`src/rtl/adpll_pkg.sv`:
```
// Shared types and constants for the ADPLL phase/frequency detector.
package adpll_pkg;

  typedef enum logic [1:0] {
    IDLE,
    REF_FIRST,
    FB_FIRST
  } pd_state_t;

  localparam int ERR_WIDTH_DEFAULT = 8;

  // Largest value the phase-error counter may hold before it sticks.
  function automatic int unsigned err_sat_max(input int unsigned width);
    return (32'd1 << width) - 32'd1;
  endfunction

endpackage

```
`src/rtl/phase_freq_detector_if.sv`:
```
// Signal bundle between the detector and its environment: the two async
// clock inputs and the step/measurement/lock outputs.
interface phase_freq_detector_if #(
  parameter int ERR_WIDTH = 8
) ();

  logic                 ref_in;
  logic                 fb_in;
  logic                 up_out;
  logic                 down_out;
  logic [ERR_WIDTH-1:0] phase_err;
  logic                 err_sign;
  logic                 err_valid;
  logic                 locked;

  modport slave (
    input  ref_in,
    input  fb_in,
    output up_out,
    output down_out,
    output phase_err,
    output err_sign,
    output err_valid,
    output locked
  );

  modport master (
    output ref_in,
    output fb_in,
    input  up_out,
    input  down_out,
    input  phase_err,
    input  err_sign,
    input  err_valid,
    input  locked
  );

endinterface

```
`src/rtl/edge_sync.sv`:
```
// Brings an asynchronous clock-like input into the clkUD domain and turns
// each of its rising edges into a single-cycle pulse.
module edge_sync #(
  parameter int SYNC_STAGES = 2
) (
  input  logic clk,
  input  logic reset,
  input  logic async_in,
  output logic rise
);

  logic [SYNC_STAGES-1:0] sync_q;
  logic                   last_q;

  // Synchronizer chain followed by a registered rising-edge compare.
  always_ff @(posedge clk) begin
    if (reset) begin
      sync_q <= '0;
      last_q <= 1'b0;
      rise   <= 1'b0;
    end else begin
      sync_q <= {sync_q[SYNC_STAGES-2:0], async_in};
      last_q <= sync_q[SYNC_STAGES-1];
      rise   <= sync_q[SYNC_STAGES-1] & ~last_q;
    end
  end

endmodule

```
`src/rtl/phase_freq_detector.sv`:
```
// ADPLL front end: measures the ref/fb edge separation in clkUD cycles,
// runs it through a random-walk filter to produce up/down steps, and
// tracks how long the error has stayed inside the lock window.
module phase_freq_detector
  import adpll_pkg::*;
#(
  parameter int SYNC_STAGES = 2,
  parameter int ERR_WIDTH   = ERR_WIDTH_DEFAULT,
  parameter int FILTER_N    = 8,
  parameter int LOCK_WINDOW = 2,
  parameter int LOCK_COUNT  = 16
) (
  input logic                  clkUD,
  input logic                  reset,
  phase_freq_detector_if.slave bus
);

  localparam logic [ERR_WIDTH-1:0] ERR_MAX = ERR_WIDTH'(err_sat_max(ERR_WIDTH));
  localparam logic [ERR_WIDTH-1:0] WINDOW  = ERR_WIDTH'(LOCK_WINDOW);

  localparam int                   AW    = $clog2(FILTER_N) + 2;
  localparam logic signed [AW-1:0] LIMIT = AW'(FILTER_N);
  localparam logic signed [AW-1:0] ONE   = AW'(1);

  localparam int             LCW      = $clog2(LOCK_COUNT + 1);
  localparam logic [LCW-1:0] LOCK_MAX = LCW'(LOCK_COUNT);

  logic ref_rise;
  logic fb_rise;

  pd_state_t            state, state_n;
  logic [ERR_WIDTH-1:0] cnt, cnt_n, cnt_inc;
  logic                 emit;
  logic [ERR_WIDTH-1:0] emit_err;
  logic                 emit_sign;

  logic                 err_valid_q;
  logic [ERR_WIDTH-1:0] phase_err_q;
  logic                 err_sign_q;

  logic signed [AW-1:0] acc, acc_sum;
  logic                 up_q, down_q;

  logic [LCW-1:0]       lock_cnt, lock_cnt_inc;
  logic                 locked_q;

  edge_sync #(.SYNC_STAGES(SYNC_STAGES)) u_ref_sync (
    .clk      (clkUD),
    .reset    (reset),
    .async_in (bus.ref_in),
    .rise     (ref_rise)
  );

  edge_sync #(.SYNC_STAGES(SYNC_STAGES)) u_fb_sync (
    .clk      (clkUD),
    .reset    (reset),
    .async_in (bus.fb_in),
    .rise     (fb_rise)
  );

  assign cnt_inc = (cnt == ERR_MAX) ? cnt : cnt + 1'b1;

  // Decide which edge opened the window, count its length, and close it.
  always_comb begin
    state_n   = state;
    cnt_n     = cnt;
    emit      = 1'b0;
    emit_err  = cnt;
    emit_sign = 1'b0;
    unique case (state)
      IDLE: begin
        if (ref_rise && fb_rise) begin
          emit     = 1'b1;
          emit_err = '0;
        end else if (ref_rise) begin
          state_n = REF_FIRST;
          cnt_n   = ERR_WIDTH'(1);
        end else if (fb_rise) begin
          state_n = FB_FIRST;
          cnt_n   = ERR_WIDTH'(1);
        end
      end
      REF_FIRST: begin
        cnt_n = cnt_inc;
        if (fb_rise) begin
          emit    = 1'b1;
          state_n = ref_rise ? REF_FIRST : IDLE;
          cnt_n   = ERR_WIDTH'(1);
        end else if (ref_rise) begin
          emit     = 1'b1;
          emit_err = ERR_MAX;
          cnt_n    = ERR_WIDTH'(1);
        end
      end
      FB_FIRST: begin
        cnt_n     = cnt_inc;
        emit_sign = 1'b1;
        if (ref_rise) begin
          emit    = 1'b1;
          state_n = fb_rise ? FB_FIRST : IDLE;
          cnt_n   = ERR_WIDTH'(1);
        end else if (fb_rise) begin
          emit     = 1'b1;
          emit_err = ERR_MAX;
          cnt_n    = ERR_WIDTH'(1);
        end
      end
      default: begin
        state_n = IDLE;
        cnt_n   = '0;
      end
    endcase
  end

  // Measurement state and the registered error outputs.
  always_ff @(posedge clkUD) begin
    if (reset) begin
      state       <= IDLE;
      cnt         <= '0;
      err_valid_q <= 1'b0;
      phase_err_q <= '0;
      err_sign_q  <= 1'b0;
    end else begin
      state       <= state_n;
      cnt         <= cnt_n;
      err_valid_q <= emit;
      if (emit) begin
        phase_err_q <= emit_err;
        err_sign_q  <= emit_sign;
      end
    end
  end

  assign acc_sum = acc + (err_sign_q ? -ONE : ONE);

  // Random-walk filter: one step pulse per FILTER_N net votes in one direction.
  always_ff @(posedge clkUD) begin
    if (reset) begin
      acc    <= '0;
      up_q   <= 1'b0;
      down_q <= 1'b0;
    end else begin
      up_q   <= 1'b0;
      down_q <= 1'b0;
      if (err_valid_q && (phase_err_q != '0)) begin
        if (acc_sum == LIMIT) begin
          up_q <= 1'b1;
          acc  <= '0;
        end else if (acc_sum == -LIMIT) begin
          down_q <= 1'b1;
          acc    <= '0;
        end else begin
          acc <= acc_sum;
        end
      end
    end
  end

  assign lock_cnt_inc = (lock_cnt == LOCK_MAX) ? lock_cnt : lock_cnt + 1'b1;

  // Lock qualification: a run of small errors asserts locked, any large one clears it.
  always_ff @(posedge clkUD) begin
    if (reset) begin
      lock_cnt <= '0;
      locked_q <= 1'b0;
    end else if (err_valid_q) begin
      if (phase_err_q <= WINDOW) begin
        lock_cnt <= lock_cnt_inc;
        locked_q <= (lock_cnt_inc == LOCK_MAX);
      end else begin
        lock_cnt <= '0;
        locked_q <= 1'b0;
      end
    end
  end

  assign bus.up_out    = up_q;
  assign bus.down_out  = down_q;
  assign bus.phase_err = phase_err_q;
  assign bus.err_sign  = err_sign_q;
  assign bus.err_valid = err_valid_q;
  assign bus.locked    = locked_q;

endmodule

```
`src/flat_wrapper.sv`:
```
// flat-port wrapper written by rule: the top's interface ports become plain ports
module phase_freq_detector_flat import adpll_pkg::*;
#(
  parameter int SYNC_STAGES = 2,
  parameter int ERR_WIDTH   = ERR_WIDTH_DEFAULT,
  parameter int FILTER_N    = 8,
  parameter int LOCK_WINDOW = 2,
  parameter int LOCK_COUNT  = 16
)
  (clkUD, reset, bus_ref_in, bus_fb_in, bus_up_out, bus_down_out, bus_phase_err, bus_err_sign, bus_err_valid, bus_locked);
  phase_freq_detector_if #(.ERR_WIDTH(ERR_WIDTH)) bus_i ();
  input logic clkUD;
  input logic reset;
  input wire logic [$bits(bus_i.ref_in)-1:0] bus_ref_in;
  input wire logic [$bits(bus_i.fb_in)-1:0] bus_fb_in;
  output wire logic [$bits(bus_i.up_out)-1:0] bus_up_out;
  output wire logic [$bits(bus_i.down_out)-1:0] bus_down_out;
  output wire logic [$bits(bus_i.phase_err)-1:0] bus_phase_err;
  output wire logic [$bits(bus_i.err_sign)-1:0] bus_err_sign;
  output wire logic [$bits(bus_i.err_valid)-1:0] bus_err_valid;
  output wire logic [$bits(bus_i.locked)-1:0] bus_locked;
  assign bus_i.ref_in = bus_ref_in;
  assign bus_i.fb_in = bus_fb_in;
  assign bus_up_out = bus_i.up_out;
  assign bus_down_out = bus_i.down_out;
  assign bus_phase_err = bus_i.phase_err;
  assign bus_err_sign = bus_i.err_sign;
  assign bus_err_valid = bus_i.err_valid;
  assign bus_locked = bus_i.locked;
  phase_freq_detector #(.SYNC_STAGES(SYNC_STAGES), .ERR_WIDTH(ERR_WIDTH), .FILTER_N(FILTER_N), .LOCK_WINDOW(LOCK_WINDOW), .LOCK_COUNT(LOCK_COUNT)) u_core (.clkUD(clkUD), .reset(reset), .bus(bus_i));
endmodule
```
`config.mk`:
```
export PLATFORM = sky130hd
export DESIGN_NAME = phase_freq_detector_flat
export DESIGN_NICKNAME = d
export VERILOG_FILES = /design/src/rtl/adpll_pkg.sv /design/src/rtl/phase_freq_detector_if.sv /design/src/rtl/edge_sync.sv /design/src/rtl/phase_freq_detector.sv /design/src/flat_wrapper.sv
export SDC_FILE = /design/constraint.sdc
export NUM_CORES = 1
export LEC_CHECK = 0
export ABC_CLOCK_PERIOD_IN_PS = 3000
export BUFFER_PORTS_ARGS = -buffer_cell sky130_fd_sc_hd__buf_2
export CORE_MARGIN = 5
export CORE_UTILIZATION = 40
export DETAILED_ROUTE_END_ITERATION = 10
export PLACE_DENSITY = 0.67
export SLEW_MARGIN = 20
export SYNTH_ARGS = -nofsm -noshare
export SYNTH_HDL_FRONTEND = slang
export SYNTH_HIERARCHICAL = 1
export SYNTH_SLANG_ARGS = --single-unit
export TNS_END_PERCENT = 30
```
`constraint.sdc`:
```
create_clock -name clkUD -period 3 [get_ports clkUD]
set_clock_uncertainty 0.2 [all_clocks]
set_input_delay 0.45 -clock clkUD [delete_from_list [all_inputs] [get_ports clkUD]]
set_output_delay 0.45 -clock clkUD [all_outputs]
set_load 0.02 [all_outputs]
```
==> reports/metrics.cfg, run 1 <==
[detailed_routing]
drc_errors=0
via_per_inst=5.61
vias=1889
drt_iter0_drc=160
drt_wl_total_mm=4.55
ant_nets=0
drtPass1Iterations=4
wl_per_cell_um=13.5

[critical_path]
reg2reg_slack_ns=0.66
r2r-start=u_core/bus.err_sign$_SDFFE_PP0P_
path_class=register to register
r2r_end=u_core/bus.down_out$_SDFF_PP0_
cp-end-kind=register
worstPathMaxFanout=7
crit_path_start_kind=register
worst_r2r_path_depth=6
critPathLaunch=u_core/bus.err_sign$_SDFFE_PP0P_
crit_path_end=u_core/bus.down_out$_SDFF_PP0_
worstPathRequired_ns=3.00
worstPathArrival_ns=2.34

[layout]
antenna_cells=0
drive_gt1_frac=0.147
area_growth_syn_to_layout_pct=11.0
layout_commonest_cell=dfxtp_1
layout_common_cells=dfxtp_1 (41), a21oi_1 (23), o21ai_0 (17)
nNetsFinal=280
stdcell_area_um2=2470

[placement]
placed_cell_area_um2=2360
dp_hpwl_mm=3.26
globalplace.congestion=0.779
portBuffers=16

[timing]
setup-violations-final=0
hold_viol=0
finalCritPeriodShare=0.780
rsz0062_at_grt=false
fmax_ghz=0.428
slew_headroom=0.569
tns_ns=0
min_period_ns=2.34
maxSlewViolCount=0
worstMarginPinSlew_ns=0.646

[power]
intPower_w=0.000843
power.density_nw_per_um2=433
ir_drop_uv=293
power_frac_clock=0.424
total_power_w=0.00107
p_switching_w=0.000227
p_seq_frac=0.521
p_leak_nw=0.926
power_switching_share=0.212
p_comb_frac=0.054

[global_route]
grt_pass1_wl_mm=7.73
grt_antenna_before_repair=0
track_usage=0.129
grt_max_degree=27
grt_pass1_vias=1662
gr-total-overflow=0

[min_path]
worstHoldPathType=input port to register

[die]
initial_core_util=0.407
boundaryPins=17
fp-row-count=27
die_x_um=84.6
coreArea_um2=5470
die_area_um2=7160
die_height_um=84.6

[cts]
numCtsBuffers=5
clock_path_buffers=2
postCtsSetupRepairBufs=0
htreeDepth=2
cts.repair.resized=0
numClockSinks=41
clk_pin_slew_ns=0.08
cts_hold_buf=0
root_buffer=clkbuf_8
cts_tree=done
clock_latency_ns=0.29

[synthesis]
ys_types=55
synth-seq-cells=41
ys_seq_area_frac=0.368
synth_edf_count=0
synthCells=251
async_reset_ff_frac=0
syn_avg_cell_area_um2=8.88
ys.flop_type=dfxtp_1
synthesis.area_um2=2230
syn-num-nets=267
ys_warn_count=6

[job]
drv_cap=0

[outcome]
outcome=finished clean

[final cells by class]
class / count / area, um^2
Timing Repair Buffer: 17 / 87.6
Inverter: 13 / 48.8
Multi-Input combinational cell: 186 / 1310
Fill cell: 542 / 3000
Tap cell: 72 / 90.1
Sequential cell: 41 / 821
Clock buffer: 7 / 86.3
Clock inverter: 1 / 30.0
[critical path: stages, from the launching register on]
cell and delay (ns):
dfxtp_1 0.47, inv_1 0.10, fa_1 0.46, xnor2_1 0.20
a2111o_1 0.45, and2_1 0.20, nor3_1 0.18
[power by group through the flow]
stage	Sequential [W]	Clock (W)	Combinational [W]
finish	0.000558	0.000454	0.0000582
global route	0.000560	0.000489	0.0000649
CTS	0.000558	0.000469	0.0000578
detailed placement	0.000571	0	0.0000575
global placement	0.000571	0	0.0000562
floorplan	0.000568	0	0.0000445
[synthesized netlist by cell type, types with 2 or more instances]
cell	n	area, um^2
a2111o_1	2	22.5
o41ai_2	3	48.8
o21ai_1	2	10.0
and2_1	3	18.8
o41ai_1	2	17.5
ha_1	11	138
or3_1	3	18.8
clkbuf_1	9	33.8
nor2_1	13	48.8
o21ai_0	17	85.1
dfxtp_1	41	821
xnor2_1	5	43.8
nand2b_1	4	25.0
and3_1	2	12.5
nor3b_2	2	25.0
inv_1	13	48.8
a31oi_1	2	12.5
a21o_1	2	15.0
nand4_1	3	18.8
o22ai_1	4	25.0
nor2b_1	7	43.8
a21oi_1	23	115
mux2i_1	2	20.0
o2111ai_1	8	70.1
o31ai_1	2	15.0
nand3b_1	5	37.5
nand2_1	12	45.0
xor2_1	3	26.3
nor3_1	8	40.0
a22oi_1	2	15.0
nand3_1	12	60.1
[sequential cells by signal (all words and copies together), names as in the netlist]
signal / cells
u_core/bus.err_valid: 1
u_core/bus.up_out: 1
u_core/bus.locked: 1
u_core/u_ref_sync/sync_q: 2
u_core/acc: 5
u_core/lock_cnt: 5
u_core/bus.down_out: 1
u_core/state: 2
u_core/u_ref_sync/last_q: 1
u_core/cnt: 8
u_core/u_fb_sync/sync_q: 2
u_core/u_fb_sync/rise: 1
u_core/bus.err_sign: 1
u_core/bus.phase_err: 8
u_core/u_ref_sync/rise: 1
u_core/u_fb_sync/last_q: 1
[per-stage QoR]
step	cells	util	hold WS (ns)	setup slack, ns
floorplan	251	-	0.187	0.750
global placement	329	0.431	0.193	0.819
detailed placement	329	0.431	0.197	0.690
CTS	337	0.452	0.167	0.653
global route	337	0.452	0.187	0.526
finish	337	0.452	0.177	0.661
[kinds of logic after synthesis]
kind of cell    after synthesis  synth area share
flops                        41             0.368
mux                           2           0.00898
fa+ha+maj                    12            0.0707
buf+inv                      24            0.0438
simple gates                 85             0.226
xor+xnor                      8            0.0314
compound gates               79             0.250
[how the worst min path moves through the flow]
stage | startpoint | endpoint | slack [ns] | cells past startpoint
after detailed placement | u_core/u_ref_sync/last_q$_SDFF_PP0_ | u_core/u_ref_sync/rise$_SDFF_PP0_ | 0.20 | 1
after floorplan | u_core/u_fb_sync/last_q$_SDFF_PP0_ | u_core/u_fb_sync/rise$_SDFF_PP0_ | 0.19 | 1
after global routing | bus_ref_in | u_core/u_ref_sync/sync_q[0]$_SDFF_PP0_ | 0.19 | 2
after CTS | bus_ref_in | u_core/u_ref_sync/sync_q[0]$_SDFF_PP0_ | 0.17 | 2
after global placement | u_core/u_ref_sync/last_q$_SDFF_PP0_ | u_core/u_ref_sync/rise$_SDFF_PP0_ | 0.19 | 1
final | bus_ref_in | u_core/u_ref_sync/sync_q[0]$_SDFF_PP0_ | 0.18 | 2
[routing by layer]
layer  global-route usage  part of all wire
met5                    0                 0
met4               0.0388            0.0031
met3               0.0343             0.048
met2                0.191              0.44
met1                0.182              0.51
Note: power is estimated with default switching activity, not from simulation.
==> run 2, diff against run 1 <==
ABC_CLOCK_PERIOD_IN_PS = 1950   (was 3000)
PLACE_DENSITY = 0.69   (was 0.67)
clock period = 1.95 ns   (was 3 ns; I/O delays follow)
==> run 2 against run 1 <==
Effect of this change:
- register-to-register slack lost 0.63 ns
- cell count grew 7.1%
- sequential cell count is the same
- sequential power grew 53%
- fmax grew 22%
- design area grew 8.8%
- power grew 42%
- via count grew 3.0%
- critical path type unchanged
==> reports/metrics.cfg, run 2 (synthesized netlist as in run 1, its figures left out) <==
[outcome]
outcome=finished clean  ; unchanged

[global_route]
grt_pass1_wl_mm=8.20  ; was 7.73 mm
gr-total-overflow=0  ; unchanged
track_usage=0.134  ; was 0.129
grt_antenna_before_repair=0  ; unchanged
grt_max_degree=28  ; was 27
grt_pass1_vias=1860  ; was 1662

[min_path]
hold_path_end=u_core/u_ref_sync/sync_q[0]$_SDFF_PP0_  ; unchanged
worstHoldPathType=input port to register  ; unchanged
hp-start=bus_ref_in  ; unchanged
whs_path_depth=2  ; unchanged

[critical_path]
r2r_end=u_core/bus.up_out$_SDFF_PP0_  ; was u_core/bus.down_out$_SDFF_PP0_
r2r-start=u_core/bus.err_sign$_SDFFE_PP0P_  ; unchanged
cp-end-kind=register  ; unchanged
worst_r2r_path_depth=6  ; unchanged
reg2reg_slack_ns=0.03  ; was 0.66 ns
worstPathMaxFanout=4  ; was 7
worstPathArrival_ns=1.94  ; was 2.34 ns
crit_path_start_kind=register  ; unchanged
path_class=register to register  ; unchanged
worstPathRequired_ns=1.97  ; was 3.00 ns

[placement]
globalplace.congestion=0.771  ; was 0.779
placedCellCount=351  ; was 329
placed_cell_area_um2=2540  ; was 2360 um^2
portBuffers=16  ; unchanged
dp_hpwl_mm=3.50  ; was 3.26 mm

[job]
drv_cap=0  ; unchanged

[cts]
clk_pin_slew_ns=0.08  ; about the same
cts_hold_buf=0  ; unchanged
numClockSinks=41  ; unchanged
cts_tree=done  ; unchanged
htreeDepth=2  ; unchanged
clock_path_buffers=2  ; unchanged
clock_latency_ns=0.29  ; about the same
root_buffer=clkbuf_8  ; unchanged
numCtsBuffers=5  ; unchanged

[timing]
min_period_ns=1.92  ; was 2.34 ns
rsz0062_at_grt=true  ; was false
slew_headroom=0.668  ; was 0.569
maxSlewViolCount=0  ; unchanged
holdWs_ns=0.00990  ; was 0.177 ns
setup-violations-final=0  ; unchanged
finalCritPeriodShare=0.983  ; was 0.780
worstMarginPinSlew_ns=0.495  ; was 0.646 ns
fmax_ghz=0.522  ; was 0.428 GHz
hold_viol=0  ; unchanged

[detailed_routing]
drt_iter0_drc=99  ; was 160
wl_per_cell_um=13.3  ; was 13.5 um
vias=1945  ; was 1889
drt_wl_total_mm=4.82  ; was 4.55 mm
drtPass1Iterations=4  ; unchanged
ant_nets=0  ; unchanged
via_per_inst=5.39  ; was 5.61
drc_errors=0  ; unchanged

[die]
die_height_um=84.6  ; unchanged
fp-row-count=27  ; unchanged
die_area_um2=7160  ; unchanged
boundaryPins=17  ; unchanged
initial_core_util=0.407  ; unchanged
coreArea_um2=5470  ; unchanged
die_x_um=84.6  ; unchanged

[power]
intPower_w=0.00114  ; was 0.000843 W
p_seq_frac=0.560  ; was 0.521
p_leak_nw=1.05  ; was 0.926 nW
total_power_w=0.00152  ; was 0.00107 W
power_frac_clock=0.363  ; was 0.424
p_comb_frac=0.078  ; was 0.054
power.density_nw_per_um2=566  ; was 433 nW/um^2
power_switching_share=0.249  ; was 0.212
ir_drop_uv=389  ; was 293 uV
p_switching_w=0.000379  ; was 0.000227 W

[layout]
stdcell_area_um2=2690  ; was 2470 um^2
stdcell_count=361  ; was 337
layout_common_cells=dfxtp_1 (36), buf_4 (25), a21oi_1 (23)  ; was dfxtp_1 (41), a21oi_1 (23), o21ai_0 (17)
nNetsFinal=304  ; was 280
antenna_cells=0  ; unchanged
area_growth_syn_to_layout_pct=20.8  ; was 11.0%
nFillCells=562  ; was 542
layout_commonest_cell=dfxtp_1  ; unchanged
fin_util=0.492  ; was 0.452
drive_gt1_frac=0.291  ; was 0.147

-- run 2: changes by cell type in the layout (fill, tap and decap cells not counted), sizes merged --
cell      delta
clkinv       +2
clkbuf       -2
bufinv       -1
buf         +24
clkinvlp     +1
-- run 2: power by group through the flow --
stage / Sequential, W / Clock [W] / Combinational, W
floorplan: 0.000873 / 0 / 0.0000691
global route: 0.000854 / 0.000614 / 0.000131
CTS: 0.000852 / 0.000576 / 0.000114
detailed placement: 0.000872 / 0 / 0.000113
global placement: 0.000871 / 0 / 0.000110
finish: 0.000852 / 0.000552 / 0.000118
-- run 2: layout make-up --
type                       count  area (um^2)  share of cell area
sequential                    41          830               0.308
clock buffer                   5         68.8              0.0256
inverter                      13         48.8              0.0181
clock inverter                 3         17.5             0.00651
multi-input combinational    186         1370               0.509
timing repair buffer          41          268              0.0995
tap                           72         90.1              0.0335
-- run 2: worst max-delay path by stage --
| stage | from | end | slack, ns |
|---|---|---|---|
| floorplan | u_core/acc[0]$_SDFFE_PP0N_ | u_core/bus.up_out$_SDFF_PP0_ | -0.001 |
| global placement | u_core/acc[1]$_SDFFE_PP0N_ | u_core/bus.up_out$_SDFF_PP0_ | 0.0007 |
| detailed placement | u_core/acc[1]$_SDFFE_PP0N_ | u_core/bus.up_out$_SDFF_PP0_ | -0.07 |
| CTS | u_core/bus.err_sign$_SDFFE_PP0P_ | u_core/bus.up_out$_SDFF_PP0_ | -0.04 |
| global route | u_core/bus.err_sign$_SDFFE_PP0P_ | u_core/bus.up_out$_SDFF_PP0_ | -0.02 |
| finish | u_core/bus.err_sign$_SDFFE_PP0P_ | u_core/bus.up_out$_SDFF_PP0_ | 0.03 |
-- run 2: critical path: stages (launching register included) --
cell and delay, ns:
dfxtp_4 0.37, ha_1 0.32, ha_1 0.17, inv_1 0.04, a2111o_1 0.41, and2_4 0.18
nor3b_2 0.14
-- run 2: stage by stage --
step | setup TNS, ns | setup WS [ns]
finish | 0 | 0.0328
global route | -0.0476 | -0.0215
CTS | -0.0415 | -0.0415
detailed placement | -0.108 | -0.0687
global placement | 0 | 0.000695
floorplan | -0.00100 | -0.00100
-- run 2: what timing repair did --
item                                    4_1_cts  5_1_grt
resized for setup                             5       11
endpoints found under the setup margin        2       22
buffers inserted                              1        1
pin swaps                                     6        4
-- run 2: routing by layer --
metal / GRT usage / wire length [um] / vias up
li1: - / - / 1006
met1: 0.178 / 2400 / 911
met2: 0.224 / 2230 / 26
met3: 0.0324 / 161 / 2
met4: 0.0259 / 27 / 0
met5: 0 / 0 / -
